==> src/rtl/fpu_dp_subtractor_seq.sv <==
// Multi-cycle IEEE-754 double-precision subtractor: result = a - b.
// Implemented as an addition with b's sign flipped at capture. Operands are always
// treated as normal numbers (hidden bit 1, no special values), arithmetic truncates,
// and a single flag reports either overflow or underflow.
// Normalization shifts one bit per cycle, so no wide leading-zero detector is needed.
//
// Ports:
//   clk, rst                 clock (rising edge), asynchronous active-high reset
//   start                    request; a, b sampled when start=1 in IDLE
//   a, b                     minuend / subtrahend {sign, exp, mantissa}
//   busy                     high in every state except IDLE
//   done                     one-cycle pulse, result valid
//   result                   registered difference, held until next done
//   overflow_underflow_flag  registered alongside result
module fpu_dp_subtractor_seq #(
   parameter int unsigned MANT_W = 52,
   parameter int unsigned EXP_W  = 11
) (
   input  logic                    clk,
   input  logic                    rst,
   input  logic                    start,
   input  logic [MANT_W+EXP_W:0]   a,
   input  logic [MANT_W+EXP_W:0]   b,
   output logic                    busy,
   output logic                    done,
   output logic [MANT_W+EXP_W:0]   result,
   output logic                    overflow_underflow_flag
);

   localparam int unsigned W  = MANT_W + EXP_W + 1;
   localparam int unsigned SW = MANT_W + 2;

   // A right shift of MANT_W+1 or more clears the hidden bit and all mantissa bits.
   localparam logic [EXP_W-1:0] ShiftLim = EXP_W'(MANT_W + 1);
   // Right-normalize from this exponent (or above) reaches the all-ones exponent.
   localparam logic [EXP_W:0]   ExpOvf   = (EXP_W + 1)'((1 << EXP_W) - 2);
   // Left-normalize from this exponent (or below) reaches zero.
   localparam logic [EXP_W:0]   ExpUnf   = (EXP_W + 1)'(1);

   typedef enum logic [2:0] {StIdle, StAlign, StAddsub, StNorm, StDone} state_e;

   state_e             state_q, state_d;
   logic [W-1:0]       op_a_q, op_a_d;
   logic [W-1:0]       op_b_q, op_b_d;
   logic [MANT_W:0]    big_q, big_d;
   logic [MANT_W:0]    small_q, small_d;
   logic               sign_q, sign_d;
   logic               eff_sub_q, eff_sub_d;
   logic [EXP_W:0]     exp_q, exp_d;
   logic [SW-1:0]      sum_q, sum_d;
   logic [W-1:0]       result_q, result_d;
   logic               flag_q, flag_d;

   // Alignment datapath, only meaningful while in ALIGN.
   logic [EXP_W-1:0]   exp_a, exp_b, exp_diff;
   logic [MANT_W:0]    man_a, man_b, small_shifted;
   logic               a_big;
   logic [SW-1:0]      sum_add, sum_sub;

   assign exp_a = op_a_q[W-2 -: EXP_W];
   assign exp_b = op_b_q[W-2 -: EXP_W];
   assign man_a = {1'b1, op_a_q[MANT_W-1:0]};
   assign man_b = {1'b1, op_b_q[MANT_W-1:0]};

   // Full tie keeps operand a as the larger one.
   assign a_big    = (exp_a > exp_b) || ((exp_a == exp_b) && (man_a >= man_b));
   assign exp_diff = a_big ? (exp_a - exp_b) : (exp_b - exp_a);
   assign small_shifted = (exp_diff >= ShiftLim) ? '0 : ((a_big ? man_b : man_a) >> exp_diff);

   // big >= small by construction, so the subtraction never goes negative.
   assign sum_add = {1'b0, big_q} + {1'b0, small_q};
   assign sum_sub = {1'b0, big_q} - {1'b0, small_q};

   always_comb begin
      state_d   = state_q;
      op_a_d    = op_a_q;
      op_b_d    = op_b_q;
      big_d     = big_q;
      small_d   = small_q;
      sign_d    = sign_q;
      eff_sub_d = eff_sub_q;
      exp_d     = exp_q;
      sum_d     = sum_q;
      result_d  = result_q;
      flag_d    = flag_q;

      case (state_q)
         StIdle: begin
            if (start) begin
               op_a_d  = a;
               op_b_d  = {~b[W-1], b[W-2:0]};
               state_d = StAlign;
            end
         end

         StAlign: begin
            big_d     = a_big ? man_a : man_b;
            small_d   = small_shifted;
            sign_d    = a_big ? op_a_q[W-1] : op_b_q[W-1];
            eff_sub_d = op_a_q[W-1] ^ op_b_q[W-1];
            exp_d     = {1'b0, (a_big ? exp_a : exp_b)};
            state_d   = StAddsub;
         end

         StAddsub: begin
            sum_d   = eff_sub_q ? sum_sub : sum_add;
            state_d = StNorm;
         end

         StNorm: begin
            if (sum_q == '0) begin
               result_d = '0;
               flag_d   = 1'b0;
               state_d  = StDone;
            end else if (sum_q[SW-1]) begin
               if (exp_q >= ExpOvf) begin
                  result_d = {sign_q, {EXP_W{1'b1}}, {MANT_W{1'b0}}};
                  flag_d   = 1'b1;
                  state_d  = StDone;
               end else begin
                  sum_d = sum_q >> 1;
                  exp_d = exp_q + 1'b1;
               end
            end else if (!sum_q[MANT_W]) begin
               if (exp_q <= ExpUnf) begin
                  result_d = {sign_q, {(W-1){1'b0}}};
                  flag_d   = 1'b1;
                  state_d  = StDone;
               end else begin
                  sum_d = sum_q << 1;
                  exp_d = exp_q - 1'b1;
               end
            end else begin
               result_d = {sign_q, exp_q[EXP_W-1:0], sum_q[MANT_W-1:0]};
               flag_d   = 1'b0;
               state_d  = StDone;
            end
         end

         StDone: begin
            state_d = StIdle;
         end

         default: begin
            state_d = StIdle;
         end
      endcase
   end

   always_ff @(posedge clk or posedge rst) begin
      if (rst) begin
         state_q   <= StIdle;
         op_a_q    <= '0;
         op_b_q    <= '0;
         big_q     <= '0;
         small_q   <= '0;
         sign_q    <= 1'b0;
         eff_sub_q <= 1'b0;
         exp_q     <= '0;
         sum_q     <= '0;
         result_q  <= '0;
         flag_q    <= 1'b0;
      end else begin
         state_q   <= state_d;
         op_a_q    <= op_a_d;
         op_b_q    <= op_b_d;
         big_q     <= big_d;
         small_q   <= small_d;
         sign_q    <= sign_d;
         eff_sub_q <= eff_sub_d;
         exp_q     <= exp_d;
         sum_q     <= sum_d;
         result_q  <= result_d;
         flag_q    <= flag_d;
      end
   end

   assign busy                    = (state_q != StIdle);
   assign done                    = (state_q == StDone);
   assign result                  = result_q;
   assign overflow_underflow_flag = flag_q;

endmodule

==> config.mk <==
export PLATFORM = sky130hd
export DESIGN_NAME = fpu_dp_subtractor_seq
export DESIGN_NICKNAME = d
export VERILOG_FILES = /design/src/rtl/fpu_dp_subtractor_seq.sv
export SDC_FILE = /design/constraint.sdc
export NUM_CORES = 1
export LEC_CHECK = 0
export CAP_MARGIN = 10
export CORE_ASPECT_RATIO = 1.1
export CORE_MARGIN = 2
export CORE_UTILIZATION = 41
export CTS_CLUSTER_DIAMETER = 60
export CTS_CLUSTER_SIZE = 25
export DETAILED_ROUTE_END_ITERATION = 8
export PLACE_DENSITY = 0.67
export SYNTH_ARGS = -nofsm -noshare
export SYNTH_HDL_FRONTEND = slang
export SYNTH_SLANG_ARGS = --single-unit
export TNS_END_PERCENT = 10
==> constraint.sdc <==
create_clock -name clk -period 12.25 [get_ports clk]
set_clock_uncertainty 0.1 [all_clocks]
set_input_delay 2.45 -clock clk [delete_from_list [all_inputs] [get_ports clk]]
set_output_delay 2.45 -clock clk [all_outputs]
set_load 0.005 [all_outputs]
After elaboration in Yosys (flattened, before gate mapping)
Cells that the tools add are included.
- word-level logic and storage cells: 91
- flip-flop bits (word level): 370
- output and inout bits: 67
- bitwise operators: 2
- shift operators: 1
- reductions and logical operators: 15
- muxes and demuxes: 36
- magnitude comparators: 5
- add/sub/neg operators: 6
- equal/unequal tests: 13
- operators with widths (cell ; count):
    $mux W64 ; 5
    $mux W54 ; 4
    $mux W53 ; 3
    $pmux W54 S2 ; 1
    $mux W52 ; 2
    $mux W12 ; 5
    $add A53 B53 Y54 ; 1
    $logic_not A54 Y1 ; 1
    $sub A53 B53 Y54 ; 1
    $ge A53 B53 Y1 ; 1
    $shr A53 B11 Y53 ; 1
    $pmux W12 S2 ; 1
    $mux W11 ; 2
    $sub A11 B11 Y11 ; 2
    $mux W3 ; 6
    $add A12 B1 Y12 const B ; 1
    $ge A12 B11 Y1 const B ; 1
    $le A12 B1 Y1 const B ; 1
    $pmux W3 S4 ; 1
    $sub A12 B1 Y12 const B ; 1
    $eq A11 B11 Y1 ; 1
    $ge A11 B6 Y1 const B ; 1
    $gt A11 B11 Y1 ; 1
    $reduce_and A5 Y1 ; 2
    other kinds (19) ; 32

Longest topological paths before layout
Gate-level depths: netlist of run 1.
- depth after elaboration: 6
- mapped depth: 26
- depth with buffers taken out: 25

Worst setup path after synthesis of run 1
OpenSTA, ideal clock, no wires.
- path kind: register -> register
- from: register small_q[4]
- to: register sum_q[52]
- data required time: 12.019 ns
- cell stages (with the launch flop): 23
- library setup time: 0.131 ns
- arrival time: 4.685 ns
- period minus slack after synthesis: 4.915 ns
- path slack: 7.335 ns
- buffers on the path: 1
- cell sequence: dfrtp_1 -> or4_1 -> nor3_2 -> nor4b_2 -> nand2_1 -> nor4_4 -> nor3b_2 -> and2_1 -> a21oi_1 -> xnor2_1 -> ha_1 -> clkbuf_1 -> a21o_1 -> a21o_1 -> a21o_1 -> a21oi_1 -> o21bai_1 -> a21o_1 -> a21oi_1 -> o211ai_1 -> a311oi_1 -> xor2_1 -> a21oi_1
- cells in the longest elaborated chain, start to end: 3
- elaborated cells on any way between the ends: 4
- ends and longest elaborated chain (item ; RTL line ; RTL):
    start: declaration ; 46 ; logic [MANT_W:0] small_q, small_d;
    start signal: assignment ; 168 ; small_q <= small_d;
    $add A53 B53 Y54 / $sub A53 B53 Y54 (equally long branches) ; 71, 72 ;
    $mux W54 (*) ; 106 ; sum_d = eff_sub_q ? sum_sub : sum_add;
    $pmux W54 S2 (*) ; 87 ; case (state_q)
    end signal: assignment ; 172 ; sum_q <= sum_d;
    end: declaration ; 50 ; logic [SW-1:0] sum_q, sum_d;
Every way passes the cells marked *; elsewhere a longest branch is shown, timed or not.
A chain may end at the register's enable or synchronous reset.

Worst setup path in the final report of run 1
- from: register op_a_q[52]
- to: register small_q[26]
- cells in the longest elaborated chain, start to end: 6
- elaborated cells on any way between the ends: 11
- ends and longest elaborated chain (item ; RTL line ; RTL):
    start: declaration ; 43 ; logic [W-1:0] op_a_q, op_a_d;
    start signal: assignment ; 165 ; op_a_q <= op_a_d;
    parallel branches: the longest is 5 deep, another holds $gt A11 B11 Y1 ; - ;
    $mux W53 (*) ; 68 ; assign small_shifted = (exp_diff >= ShiftLim) ? '0 : ((a_big ? man_b : man_a) >> exp_diff);
Mark *: on every way between the ends.

==> results of run 1 <==
[worst paths after layout]
| check | from | end | slack (ns) |
|---|---|---|---|
| worst max-delay path | op_a_q[52] | small_q[26] | 6.22 |
| min in group asynchronous | rst | result[50] | 2.16 |
| worst min-delay path | result[20] | result[20] | 0.38 |
| max in group asynchronous | rst | op_a_q[46] | 7.61 |
| worst max register to register | op_a_q[52] | small_q[26] | 6.22 |
| worst min register to register | result[20] | result[20] | 0.38 |
[synth_stat cells, drive strengths merged (16+ instances only)]
cell / instances
o221ai: 22
mux4: 17
nand2: 632
a222oi: 31
a221o: 16
mux2: 44
a21oi: 204
o21ai: 379
a21o: 31
nor3: 55
xor2: 24
nor2b: 18
xnor2: 79
o22ai: 18
o211ai: 24
clkbuf: 132
nor2: 209
nand2b: 17
nor4: 36
a211oi: 19
inv: 132
mux2i: 114
dfrtp: 370
ha: 131
a31oi: 39
nand4: 25
a22oi: 28
nand3: 81
or3: 20
buf: 76
[metrics by stage]
stage,util (%),instance area [um2],instances,setup WS (ns)
2_1_floorplan,-,26500,3237,4.73
3_3_place_gp,45.5,29000,4106,5.91
3_5_place_dp,45.5,29000,4106,5.95
4_1_cts,47.4,30200,4168,5.93
5_1_grt,47.4,30300,4169,5.95
6_report,47.4,30300,4171,6.22
[layout make-up]
class	instances	area (um2)
Timing Repair Buffer	237	2280
Sequential cell	370	9260
Clock inverter	22	272
Inverter	132	499
Antenna cell	2	5.00
Tap cell	841	1050
Clock buffer	40	956
Fill cell	6359	33600
Multi-Input combinational cell	2527	15900
[kinds of logic (layout without fill, tap and decap cells)]
| group | after synthesis | after routing |
|---|---|---|
| buffers and inverters | 340 | 431 |
| AO/OA/AOI/OAI | 959 | 959 |
| other | 0 | 2 |
| adder cells (fa/ha/maj) | 134 | 134 |
| XOR/XNOR | 103 | 103 |
| multiplexers | 175 | 175 |
| AND/OR/NAND/NOR | 1156 | 1156 |
| flip-flops | 370 | 370 |
[layout by cell type (no fill, tap or decap), types with 21 or more instances in the layout]
| cell type | count |
|---|---|
| clkbuf_16 | 36 |
| a31oi_1 | 39 |
| nand2_1 | 630 |
| a222oi_1 | 31 |
| o211ai_1 | 24 |
| dfrtp_1 | 370 |
| mux2i_1 | 111 |
| clkdlybuf4s50_1 | 197 |
| mux2_2 | 44 |
| nor3_1 | 47 |
| nor4_1 | 30 |
| a21oi_1 | 202 |
| a22oi_1 | 27 |
| nor2_1 | 205 |
| inv_1 | 131 |
| ha_1 | 131 |
| nand3_1 | 79 |
| xnor2_1 | 77 |
| o21ai_0 | 370 |
| nand4_1 | 25 |
| a21o_1 | 31 |
| xor2_1 | 23 |
| buf_4 | 39 |
| o221ai_1 | 21 |
[sequential cells by signal (all words and copies together), names as in the netlist]
| register | flops |
|---|---|
| result | 64 |
| small_q | 53 |
| state_q | 3 |
| exp_q | 12 |
| eff_sub_q | 1 |
| sum_q | 54 |
| sign_q | 1 |
| overflow_underflow_flag | 1 |
| op_a_q | 64 |
| big_q | 53 |
| op_b_q | 64 |
[routing by layer]
metal  vias up  part of all wire (%)
met4         2                   4.2
met3       180                   7.1
met1     11428                    44
li1      11756                     -
met5         -                 0.014
met2       891                    44
[worst max-delay path, stage by stage, from the launching register on]
cell       delay [ns]
dfrtp_1          0.38
inv_1            0.06
ha_1             0.27
buf_4            0.46
nand4_1          0.22
nor4b_2          0.51
nand4b_1         0.30
a2111oi_2        0.79
nor3_4           0.02
buf_4            0.41
a31o_2           0.41
xnor2_4          0.13
buf_4            0.52
mux2i_1          0.49
nand2_1          0.09
o21ai_1          0.41
o221ai_1         0.23
==> summary.md, run 1 <==
| Metric | Value |
|---|---|
| Post-synthesis mux area share | 7.65% |
| Mapped Cells | between 3000 and 4000 |
| Initial antenna violation count | 1 |
| Syn Nets | between 3000 and 4000 |
| Pins over their slew limit | 0 |
| Worst rel slew slack | 18.5% |
| Total iterations of the first detailed-routing run | 7 |
| Synth Area in XOR/XNOR | 3.53% |
| Vias in the first global route | 23319 |
| Startpoint Class | flop |
| Worst hold stages | 2 |
| WL/cell | 20.6 um |
| # DRC | 0 |
| CTS Buf Count | 35 |
| CTS tree | yes |
| GR Util met1 | 35.5% |
| CP Data Required Time | ~13 ns |
| Synth top area cells | dfrtp_1 (35%), nand2_1 (8.9%), o21ai_0 (7.0%) |
| Starting DRT DRC Count | approximately 2900 |
| Die ar. | roughly 67000 um2 |
| Most used routing layer in global routing | met2 |
| Num rows | 97 |
| Total setup buffers inserted after CTS | 0 |
| Max-cap violations | 0 |
| Layout net count | 3568 |
| Synth Area in Compound Gates | between 20% and 30% |
| Adder and majority cell fraction of the synthesized area | between 6 and 7% |
| Setup violations, final | 0 |
| Synth area leader | dfrtp_1 |
| RSZ-0062 raised after global routing | no |
| GR Util All Layers | between 20% and 30% |
| Placer Congestion | roughly 1 |
| Wirelength, routed | 86000 um |
| Min Hold Slack | 0.381 ns |
| Slew of the pin with the lowest slew margin | around 1.2 ns |
| Via density per instance | 5.82 |
| Combinational family with the most area after synthesis | compound AO/OA/AOI/OAI gates |
| GR Layer Usage met3 | 4.91% |
| Post-CTS Resized | 0 |
| Final setup TNS | 0 ns |
| CTS H-Tree Depth | 2 |
| Synth Warn # | 0 |
| Arrival time worst endpoint | 6.36 ns |
| CORE AREA | 63800 um2 |
| Syn Std Cell Area | 26500 um2 |
| Simple-Gate Fraction of Synth Area | 19.4% |
| Tcrit/Tclk final | roughly half |
| Clock sink count | 370 |
| Area fraction of the dominant cell type after synthesis | 34.9% |
| Critical path class | flop to flop |
| Clock Tree Root | clkbuf_16 |
| Post-synth EDFFs | 0 |
| Routed Antenna Nets | 0 |
| Synth async-reset ratio | 100% |
| Cts hold-fix bufs | 0 |
| Final Critical Period | 6.03 ns |
| Worst hold path type | flop to flop |
| Largest net degree at the start of global routing | 160 |
| CP Capture Type | flop |
| Clk buf depth | 3 |
| Share of layout cells above drive strength 1 | under 10% |
| Post-synthesis area per instance | 8.20 um2 |
| Number of buffers added on ports | about 200 |
| Post-synth cell types | 104 |
| # IOs | 198 |
| Initial Utilization | 41.6% |
| Ys flop type | dfrtp_1 |
| Clock transition at the registers of the reported paths | 0.08 ns |
| Critical-path maximum fanout | 80 |
| Worst reg2reg path depth | 16 |
| Met2 GRT Util | 39.0% |
| Die Span X | 247 um |
| Grt ovf | 0 |
| Die height | 271 um |
| Clock latency on the worst-skew pair | 0.58 ns |
| Fin. Hold Viols | 0 |
| Outcome | finished clean |
| #FFs+latches synth | 370 |
| Area Growth Syn to Fin | 14.1% |
| Peak Freq | 166 MHz |
| Post-synthesis sequential area ratio | 34.9% |
| Vias | 24257 |
| Detail Placement HPWL | 64300 um |
| First-pass GRT wire length | 136000 um |
Power of run 1 is not shown: default switching activity piles up to over one toggle a cycle in this logic, so the estimate is an artifact.
==> run 2, diff against run 1 <==
clock period = 5.1 ns   (was 12.25 ns; I/O delays follow)
==> run 2 against run 1 <==
  * Highest routed layer unchanged
  * Wire length down 0.44%
  * Setup slack worse by 6.0 ns
  * Non-clock buffer count up 165
  * Global-route usage down 0.32 points
  * Maximum frequency up 23%
  * Die area unchanged
  * Cell area up 4.4%
==> summary.md, run 2 (synthesis gave the netlist of run 1 again) <==
| Metric | Value |
|---|---|
| # IOs | 198 (unchanged) |
| Final instance area | 31600 um2 (+4.4%) |
| Hold_sp | result[2] |
| Pins over their slew limit | 0 (unchanged) |
| Critical R2R Capture | sum_q[53] |
| Wirelength, routed | 85600 um (-0.44%) |
| Startpoint Class | flop |
| CTS tree | yes |
| Routed Antenna Nets | 0 (unchanged) |
| Cts hold-fix bufs | 0 (unchanged) |
| Clock latency on the worst-skew pair | 0.61 ns (+0.03 ns) |
| Final Critical Period | 4.90 ns (-1.13 ns) |
| N_diodes | 0 (-2) |
| Worst reg2reg path depth | 23 (+7) |
| Fin. Hold Viols | 0 (unchanged) |
| Vias in the first global route | 23653 (+1.4%) |
| Starting DRT DRC Count | 2304 (-21%) |
| Share of layout cells above drive strength 1 | 11.9% (+4.9 points) |
| CTS Buf Count | 29 (-17%) |
| Critical path class | flop to flop |
| Worst hold path type | flop to flop |
| Die height | 271 um (unchanged) |
| Vias | 24677 (+1.7%) |
| Worst R2R Setup Slack | 0.20 ns (-6.02 ns) |
| CTS H-Tree Depth | 1 (-1) |
| # fillers | 6257 (-1.6%) |
| CP Data Required Time | 5.45 ns (-7.13 ns) |
| Clock sink count | 370 (unchanged) |
| GR Util All Layers | 25.2% (-0.32 points) |
| Layout net count | 3727 (+4.5%) |
| Clk buf depth | 3 (unchanged) |
| Via density per instance | 5.71 (-1.9%) |
| Outcome | finished clean |
| First-pass GRT wire length | 135000 um (-0.34%) |
| Hold EP | result[2] |
| Initial Utilization | 41.6% (unchanged) |
| Total iterations of the first detailed-routing run | 9 (+2) |
| Die Span X | 247 um (unchanged) |
| CP Capture Type | flop |
| Setup violations, final | 0 (unchanged) |
| Grt ovf | 0 (unchanged) |
| Tcrit/Tclk final | 96.1% (+47 points) |
| Worst hold stages | 2 (unchanged) |
| Dpl cell area | 30400 um2 (+4.8%) |
| Area Growth Syn to Fin | 19.1% |
| WL/cell | 19.8 um (-4.0%) |
| Largest net degree at the start of global routing | 95 (-41%) |
| Slew of the pin with the lowest slew margin | 0.900 ns (-0.313 ns) |
| Clock transition at the registers of the reported paths | 0.08 ns (about the same) |
| Peak Freq | 204 MHz (+23%) |
| Detail Placement HPWL | 67000 um (+4.1%) |
| RSZ-0062 raised after global routing | yes |
| Most frequent cells in the layout | nand2_1 (628), dfrtp_1 (370), o21ai_0 (363) |
| Placer Congestion | 1.01 (-1.7%) |
| Num rows | 97 (unchanged) |
| Origin of the critical flop-to-flop path | small_q[3] |
| Clock Tree Root | clkbuf_16 |
| Critical-path maximum fanout | 5 (-94%) |
| # DRC | 0 (unchanged) |
| Arrival time worst endpoint | 5.25 ns (-1.11 ns) |
| Critical Path Source | small_q[3] |
| CORE AREA | 63800 um2 (unchanged) |
| Max-cap violations | 0 (unchanged) |
| Number of buffers added on ports | 197 (unchanged) |
| Initial antenna violation count | 2 (+1) |
| Die ar. | 66800 um2 (unchanged) |
| Worst rel slew slack | 39.5% (+21 points) |
| Commonest non-fill, non-tap cell in the layout | nand2_1 |
-- run 2: final cells by class --
class / count / area, um2 / area share, %
clock buffers: 33 / 761 / 2.41
clock inverters: 20 / 233 / 0.737
inverters: 132 / 499 / 1.58
multi-input cells: 2527 / 16100 / 50.9
flip-flops and latches: 370 / 9260 / 29.3
well taps: 841 / 1050 / 3.33
repair buffers: 402 / 3700 / 11.7
-- run 2: worst max-delay path by stage --
stage	depth (start not counted)	slack, ns	to
4_1_cts	18	0.002	sum_q[52]
3_3_place_gp	18	0.04	sum_q[52]
3_5_place_dp	22	0.002	sum_q[51]
6_report	23	0.20	sum_q[53]
5_1_grt	22	-0.18	sum_q[52]
2_1_floorplan	1	-0.99	big_q[0]
-- run 2: metrics by stage --
| step | hold WS (ns) | utilization, % | setup slack (ns) | instances | setup TNS, ns |
|---|---|---|---|---|---|
| floorplan | 0.341 | - | -0.986 | 3237 | -364.88 |
| global placement | 0.358 | 47.6 | 0.0358 | 4268 | 0 |
| detailed placement | 0.368 | 47.6 | 0.00198 | 4268 | 0 |
| CTS | 0.387 | 49.2 | 0.00169 | 4321 | 0 |
| global route | 0.404 | 49.5 | -0.177 | 4325 | -0.864 |
| finish | 0.380 | 49.5 | 0.199 | 4325 | 0 |
-- run 2: critical path, stage by stage, from the launching register on --
cell      delay [ns]
dfrtp_1         0.39
or4_4           0.56
nor3_4          0.20
nor4b_4         0.29
nand2_2         0.12
nor4_4          0.26
nor3b_2         0.20
buf_4           0.15
and3_2          0.23
nor4b_4         0.22
nor2_1          0.08
xnor2_1         0.14
ha_1            0.30
buf_4           0.16
a21oi_1         0.13
o21bai_1        0.07
a21o_1          0.18
a21oi_2         0.12
nor2_1          0.05
a211oi_1        0.23
o31ai_1         0.11
a21oi_1         0.16
xnor2_1         0.15
o21ai_0         0.10
-- run 2: routing by layer --
metal	up-vias	wire [um]	global-route usage, %
li1	12067	-	-
met1	11684	38600	34.9
met2	758	39100	40.6
met3	166	4430	2.69
met4	2	3460	9.19
met5	-	13	0
-- run 2: what timing repair did --
| action | in CTS | in global routing |
|---|---|---|
| setup endpoints to repair | 1 | 29 |
| setup buffers | 0 | 4 |
| pin swaps | 0 | 23 |
| resized for setup | 1 | 41 |
Power of run 2 is left out for the same reason.
